==> src/rtl/enc_pkg.sv <==
// Shared definitions for the encoder front end.
//
// Contents:
//   FRAME_BYTES / FRAME_W : frame geometry (8 bytes, 64 bits)
//   IDX_W                 : width of the byte-lane index inside a frame
//   fsm_state_t           : issue FSM states (IDLE, ISSUE, WAIT)
//   pack_byte()           : drops one byte into its lane of a frame word
package enc_pkg;

  localparam int FRAME_BYTES = 8;
  localparam int FRAME_W     = 64;
  localparam int IDX_W       = 3;

  typedef enum logic [1:0] {
    IDLE,
    ISSUE,
    WAIT
  } fsm_state_t;

  // Returns `word` with `data` written into the lane selected by `idx`.
  // With msb_first set, byte 0 of the frame lands in the top lane, so the
  // lane number is the bitwise complement of idx (7 - idx for 3 bits).
  function automatic logic [FRAME_W-1:0] pack_byte(
    input logic [FRAME_W-1:0] word,
    input logic [IDX_W-1:0]   idx,
    input logic [7:0]         data,
    input logic               msb_first
  );
    logic [FRAME_W-1:0] result;
    logic [IDX_W-1:0]   lane;
    result = word;
    lane   = msb_first ? ~idx : idx;
    result[{lane, 3'b000} +: 8] = data;
    return result;
  endfunction

endpackage

==> src/rtl/enc_frame_loader.sv <==
// Byte-stream front end for the encode / 16-QAM transmit chain.
//
// Bytes arrive over a valid/ready handshake and are packed into 64-bit
// frames. Completed frames go through a one-deep pending register to an
// issue FSM that presents the frame on data_out, pulses start for one
// cycle and then waits for a rising edge of the encoder's done level.
// The assembly register doubles as a second buffer: when pending is
// occupied a completed frame stays in assembly and intake stalls.
//
// Parameters:
//   MSB_FIRST   1: first byte in [63:56]; 0: first byte in [7:0]
//   TIMEOUT     WAIT cycles allowed before the frame is dropped
//   CNT_W       width of frames_sent
//
// Ports:
//   clk, reset          clock, synchronous active-high reset
//   s_data/s_valid/s_last/s_ready   byte input handshake
//   data_out, start     frame and one-cycle start pulse to the encoder
//   enc_done            encoder done level
//   busy                frame issued and not yet completed
//   err_timeout         sticky, set when a wait hits TIMEOUT
//   frames_sent         completed frame count, wraps
module enc_frame_loader
  import enc_pkg::*;
#(
  parameter bit MSB_FIRST = 1'b1,
  parameter int TIMEOUT   = 4096,
  parameter int CNT_W     = 16
) (
  input  logic               clk,
  input  logic               reset,
  input  logic [7:0]         s_data,
  input  logic               s_valid,
  input  logic               s_last,
  output logic               s_ready,
  output logic [FRAME_W-1:0] data_out,
  output logic               start,
  input  logic               enc_done,
  output logic               busy,
  output logic               err_timeout,
  output logic [CNT_W-1:0]   frames_sent
);

  localparam int WCNT_W = $clog2(TIMEOUT + 1);

  // Assembly register: partial frame, or a completed frame held back
  // because pending is still occupied (asm_full).
  logic [FRAME_W-1:0] asm_word;
  logic [IDX_W-1:0]   idx;
  logic               asm_full;

  // Pending register: the frame queued for, or in flight at, the encoder.
  logic [FRAME_W-1:0] pend_word;
  logic               pend_full;

  fsm_state_t         state;
  logic               prev_done;
  logic [WCNT_W-1:0]  wait_cnt;

  logic               xfer;
  logic               frame_done;
  logic [FRAME_W-1:0] new_word;
  logic               done_rise;
  logic               timed_out;
  logic               pend_free;
  logic               load_new;
  logic               load_held;

  // asm_full can only be set while pending is full, so this also
  // blocks intake whenever a completed frame is parked in assembly.
  assign s_ready    = !(asm_full && pend_full) && !reset;

  assign xfer       = s_valid && s_ready;
  // asm_word is kept zero between frames, so unfilled lanes stay zero.
  assign new_word   = pack_byte(asm_word, idx, s_data, MSB_FIRST);
  assign frame_done = xfer && ((idx == IDX_W'(FRAME_BYTES - 1)) || s_last);

  // prev_done tracks enc_done every cycle, so a level that is already
  // high when WAIT begins is not mistaken for a completion.
  assign done_rise  = enc_done && !prev_done;
  assign timed_out  = (wait_cnt == WCNT_W'(TIMEOUT - 1));
  assign pend_free  = (state == WAIT) && (done_rise || timed_out);

  // A freshly completed frame goes straight to pending when pending is
  // empty or being released this very cycle.
  assign load_new   = frame_done && (!pend_full || pend_free);
  // A parked frame follows as soon as pending is released. It is never
  // coincident with load_new because intake is stalled while parked.
  assign load_held  = asm_full && pend_free;

  // Byte assembly and pending buffer.
  always_ff @(posedge clk) begin
    if (reset) begin
      asm_word  <= '0;
      idx       <= '0;
      asm_full  <= 1'b0;
      pend_word <= '0;
      pend_full <= 1'b0;
    end else begin
      if (frame_done) begin
        idx <= '0;
        if (load_new) begin
          asm_word <= '0;
        end else begin
          asm_word <= new_word;
          asm_full <= 1'b1;
        end
      end else if (xfer) begin
        asm_word <= new_word;
        idx      <= idx + IDX_W'(1);
      end else if (load_held) begin
        asm_word <= '0;
        asm_full <= 1'b0;
      end

      if (load_new) begin
        pend_word <= new_word;
        pend_full <= 1'b1;
      end else if (load_held) begin
        pend_word <= asm_word;
        pend_full <= 1'b1;
      end else if (pend_free) begin
        pend_full <= 1'b0;
      end
    end
  end

  // Issue FSM with registered outputs.
  always_ff @(posedge clk) begin
    if (reset) begin
      state       <= IDLE;
      data_out    <= '0;
      start       <= 1'b0;
      busy        <= 1'b0;
      err_timeout <= 1'b0;
      frames_sent <= '0;
      prev_done   <= 1'b0;
      wait_cnt    <= '0;
    end else begin
      prev_done <= enc_done;
      start     <= 1'b0;
      case (state)
        IDLE: begin
          if (pend_full) begin
            state    <= ISSUE;
            data_out <= pend_word;
            start    <= 1'b1;
            busy     <= 1'b1;
          end
        end
        ISSUE: begin
          state    <= WAIT;
          wait_cnt <= '0;
        end
        WAIT: begin
          // A completion in the last allowed cycle wins over the timeout.
          if (done_rise) begin
            frames_sent <= frames_sent + CNT_W'(1);
            state       <= IDLE;
            busy        <= 1'b0;
          end else if (timed_out) begin
            err_timeout <= 1'b1;
            state       <= IDLE;
            busy        <= 1'b0;
          end else begin
            wait_cnt <= wait_cnt + WCNT_W'(1);
          end
        end
        default: begin
          state <= IDLE;
          busy  <= 1'b0;
        end
      endcase
    end
  end

endmodule

==> config.mk <==
export PLATFORM = sky130hd
export DESIGN_NAME = enc_frame_loader
export DESIGN_NICKNAME = d
export VERILOG_FILES = /design/src/rtl/enc_pkg.sv /design/src/rtl/enc_frame_loader.sv
export SDC_FILE = /design/constraint.sdc
export NUM_CORES = 1
export LEC_CHECK = 0
export CORE_ASPECT_RATIO = 1.5
export CORE_MARGIN = 2
export CORE_UTILIZATION = 45
export CTS_CLUSTER_DIAMETER = 200
export DETAILED_ROUTE_END_ITERATION = 12
export GPL_TIMING_DRIVEN = 0
export PLACE_DENSITY = 0.65
export SETUP_SLACK_MARGIN = 0.5
export SKIP_LAST_GASP = 1
export SLEW_MARGIN = 30
export SYNTH_ARGS = -nofsm -noshare
export SYNTH_HDL_FRONTEND = slang
export SYNTH_SLANG_ARGS = --single-unit
==> constraint.sdc <==
create_clock -name clk -period 2.3 [get_ports clk]
set_input_delay 0.46 -clock clk [delete_from_list [all_inputs] [get_ports clk]]
set_output_delay 0.46 -clock clk [all_outputs]
set_load 0.005 [all_outputs]
==> Implementation_results.wiki <==
{| class="wikitable"
! Metric !! Value
|-
| Area added between synthesis and finish || 51.7%
|-
| Worst min-delay path category || input pin to flop
|-
| Post-placement setup slack || -453 ps
|-
| Startpoint of the tightest hold check path || enc_done
|-
| Vias in the first global route || 9,040
|-
| Area of the die || 0.0229 mm²
|-
| Placed wire-length estimate after detailed placement || 20.4 mm
|-
| Critical path cell sequence || ha_4 -> ha_4 -> buf_8 -> or4b_4 -> nor2_4 -> buf_12 -> mux2i_1 -> a211oi_1
|-
| Required time of the critical path || 2720 ps
|-
| Initial core utilization || 0.461
|-
| Detailed-route vias per instance || 5.80
|-
| Placed Area || 0.0113 mm²
|-
| Final Hold Vio Count || 0
|-
| Number of buffers created by CTS || 23
|-
| Area of the placeable core || 0.0211 mm²
|-
| Number of standard-cell rows in the floorplan || 65
|-
| Bufs on Longest Clock Path || 3
|-
| Kind of end point of the critical path || flop
|-
| Number of buffer cells added on primary ports || 95
|-
| First-pass detailed-route iteration total || 5
|-
| FFs w/ async S/R, synth || 0
|-
| Count of hold buffers inserted by post-cts repair || 0
|-
| H-tree Lvls || 1
|-
| Top cell family by delay on the critical path || simple AND/OR/NAND/NOR gates
|-
| Weighted congestion reported at the end of routability-driven placement || 0.886
|-
| Power density relative to cell area || 596 mW/mm²
|-
| Max-slew violation count || 0
|-
| Minimum period implied by the final worst setup slack || 2230 ps
|-
| Ratio of final minimum period to clock period || 0.970
|-
| Maximum Capacitance Violations || 0
|-
| Critical path class || flop to flop
|-
| Fraction of the yosys area taken by sequential cells || 0.477
|-
| Crit-path most repeated cell || ha_4
|-
| Number of warnings printed during yosys synthesis || 0
|-
| Primary flip-flop cell chosen by synthesis mapping || dfxtp_1
|-
| Result of the run || finished clean
|-
| Number of diodes || 0
|-
| Setup repair after global routing missed its margin || yes
|-
| Number of instances in the synthesized netlist || 1,131
|-
| Static leakage || 6.17 nW
|-
| Post-synth net total || 1,152
|-
| Minimum setup slack in the final design || 68.8 ps
|-
| Netlist area before placement || 0.00974 mm²
|-
| Fraction of layout instances using a drive strength above 1 || 0.332
|-
| Multi-input gate area in the final layout || 0.00611 mm²
|-
| Highest net fanout along the worst path || 4
|-
| Headroom to the max-slew limit || 0.406
|-
| Maximum clock frequency || 448 MHz
|-
| Syn_area_per_cell || 8.62 µm²
|-
| Non-Filler Instances || 1,642
|-
| Number of enable-type register cells in the synthesized netlist || 0
|-
| Transition time at the pin with the least slew margin || 892 ps
|-
| Setup crit start kind || flop
|-
| Final non-filler cell area || 0.0148 mm²
|-
| Critical path startpoint || idx[1]
|-
| CP Data Arrival Time || 2650 ps
|-
| Cell count after placement || 1,495
|-
| Die X || 124 µm
|-
| CTS clock-pin slew for the worst setup and hold paths || 60 ps
|-
| First-pass GRT wire length || 47.8 mm
|-
| Endpoints failing setup || 0
|-
| Skew final || 15.3 ps
|-
| Clk Latency, worst-skew pair || 520 ps
|-
| CTS tree || built
|-
| Via count of the routed design || 9,520
|-
| Worst path slowest cell || or4b_4
|-
| Count of distinct cell types in the synthesized netlist || 53
|-
| Total DRC errors in the routed layout || 0
|-
| Count of boundary I/O pins || 97
|-
| Overflow left after global routing || 0
|-
| Cell chosen for the clock root || clkbuf_16
|-
| Remaining antenna violation count || 0
|-
| Count of fill cells added during filler insertion || 1,608
|-
| Post-route total power || 8.81 mW
|-
| CP peak stage delay || 530 ps
|-
| Iteration-0 DRC Markers || 671
|-
| Die H || 184 µm
|-
| Peak supply drop || 0.561 mV
|-
| Routed Wire Length || 33.9 mm
|-
| Flip-flop and latch count after synthesis || 232
|-
| Maximum number of pins on one net before global-route repair || 15
|-
| Bufs and invs on worst path || 2
|-
| Number of nets in the finished design || 1,381
|-
| Worst reg2reg startpoint || idx[1]
|-
| Initial antenna violation count || 0
|-
| Global Route Usage Sum || 0.270
|-
| WL/cell || 20.6 µm
|-
| Clock sink count || 232
|-
| Area of all sequential standard cells || 0.00471 mm²
|}
==> registers in the layout, summed over array words and instances, names as in the netlist, 2 cells and up <==
| name | cells |
|---|---|
| data_out | 64 |
| state | 2 |
| frames_sent | 16 |
| idx | 3 |
| wait_cnt | 13 |
| asm_word | 64 |
| pend_word | 64 |
==> cells in the mapped netlist, types with 3 or more instances <==
| master | number | area (µm²) |
|---|---|---|
| nand2_1 | 255 | 957 |
| dfxtp_1 | 232 | 4640 |
| a21oi_1 | 125 | 626 |
| mux2i_1 | 78 | 781 |
| o21ai_0 | 62 | 310 |
| clkbuf_1 | 53 | 199 |
| nor2_1 | 39 | 146 |
| a21boi_0 | 32 | 240 |
| a211oi_1 | 21 | 158 |
| and2_1 | 19 | 119 |
| nor3_1 | 19 | 95.1 |
| a31oi_1 | 17 | 106 |
| buf_2 | 15 | 75.1 |
| nand3_1 | 15 | 75.1 |
| xnor2_1 | 11 | 96.3 |
| a311oi_1 | 10 | 87.6 |
| inv_1 | 9 | 33.8 |
| mux2_2 | 9 | 101 |
| a21o_1 | 8 | 60.1 |
| a22o_1 | 8 | 70.1 |
| a32o_1 | 8 | 80.1 |
| ha_1 | 8 | 100 |
| nand4_1 | 8 | 50.1 |
| and4_1 | 7 | 61.3 |
| nor2b_1 | 7 | 43.8 |
| or3_1 | 6 | 37.5 |
| and3_1 | 5 | 31.3 |
| buf_1 | 5 | 18.8 |
| nor3b_1 | 5 | 37.5 |
| nand2b_1 | 4 | 25.0 |
| xor2_1 | 3 | 26.3 |
==> what timing repair did <==
item	CTS	global route
setup endpoints to repair	287	214
pin swaps	65	56
setup buffers	59	34
gates cloned	11	4
resized for setup	330	258
==> logic make-up (layout without fill, tap and decap cells) <==
group           count (synthesis)  count (layout)  synth area share
simple gates                  404             406             0.187
compound gates                303             303             0.189
flops                         232             232             0.477
mux                            87              87            0.0905
buf+inv                        83             324            0.0343
xor+xnor                       14              14            0.0126
fa+ha+maj                       8               8            0.0103
==> power by group <==
part | internal, mW | leakage, nW | total, mW | switching (mW)
sequential | 4.09 | 1.90 | 4.15 | 0.0587
combinational | 0.378 | 3.90 | 0.883 | 0.506
clock | 2.18 | 0.369 | 3.78 | 1.60
==> path summary, 6_finish.rpt <==
kind / to / cells past startpoint / slack [ps]
hold reg to reg: data_out[47] / 2 / 450
setup / recovery: pend_word[6] / 8 / 70
hold / removal: prev_done / 2 / 380
setup reg to reg: pend_word[6] / 8 / 70
==> placed cells by master, fill, tap and decap left out, types with 23 or more instances in the layout <==
| cell | n |
|---|---|
| clkbuf_1 | 23 |
| a21oi_1 | 96 |
| nand2_1 | 248 |
| dfxtp_1 | 195 |
| o21ai_2 | 47 |
| a21oi_2 | 25 |
| buf_4 | 56 |
| mux2i_1 | 51 |
| nor2_1 | 27 |
| dlygate4sd2_1 | 63 |
| dfxtp_2 | 29 |
| clkbuf_16 | 30 |
| buf_6 | 43 |
==> layer usage <==
| layer | track usage | up-vias | part of all wire |
|---|---|---|---|
| met1 | 0.304 | 4560 | 0.37 |
| met3 | 0.0371 | 142 | 0.056 |
| met5 | 0 | - | 0 |
| li1 | - | 4457 | - |
| met2 | 0.476 | 361 | 0.50 |
| met4 | 0.156 | 0 | 0.075 |
==> per-stage QoR <==
stage          utilization  hold WS, ps  setup TNS (ps)
2_1_floorplan            -          428               0
3_3_place_gp         0.536          441          -68570
3_5_place_dp         0.537          446          -40620
4_1_cts              0.637          348               0
5_1_grt              0.699          378           -11.6
6_report             0.699          378               0
==> layout make-up <==
type / count / share of cell area
plain buffers: 74 / 0.0504
flip-flops and latches: 232 / 0.319
well taps: 268 / 0.0227
repair buffers: 202 / 0.142
inverters: 9 / 0.00262
clock inverters: 8 / 0.00610
multi-input cells: 818 / 0.413
clock buffers: 31 / 0.0437
(Power assumes the default switching activity.)
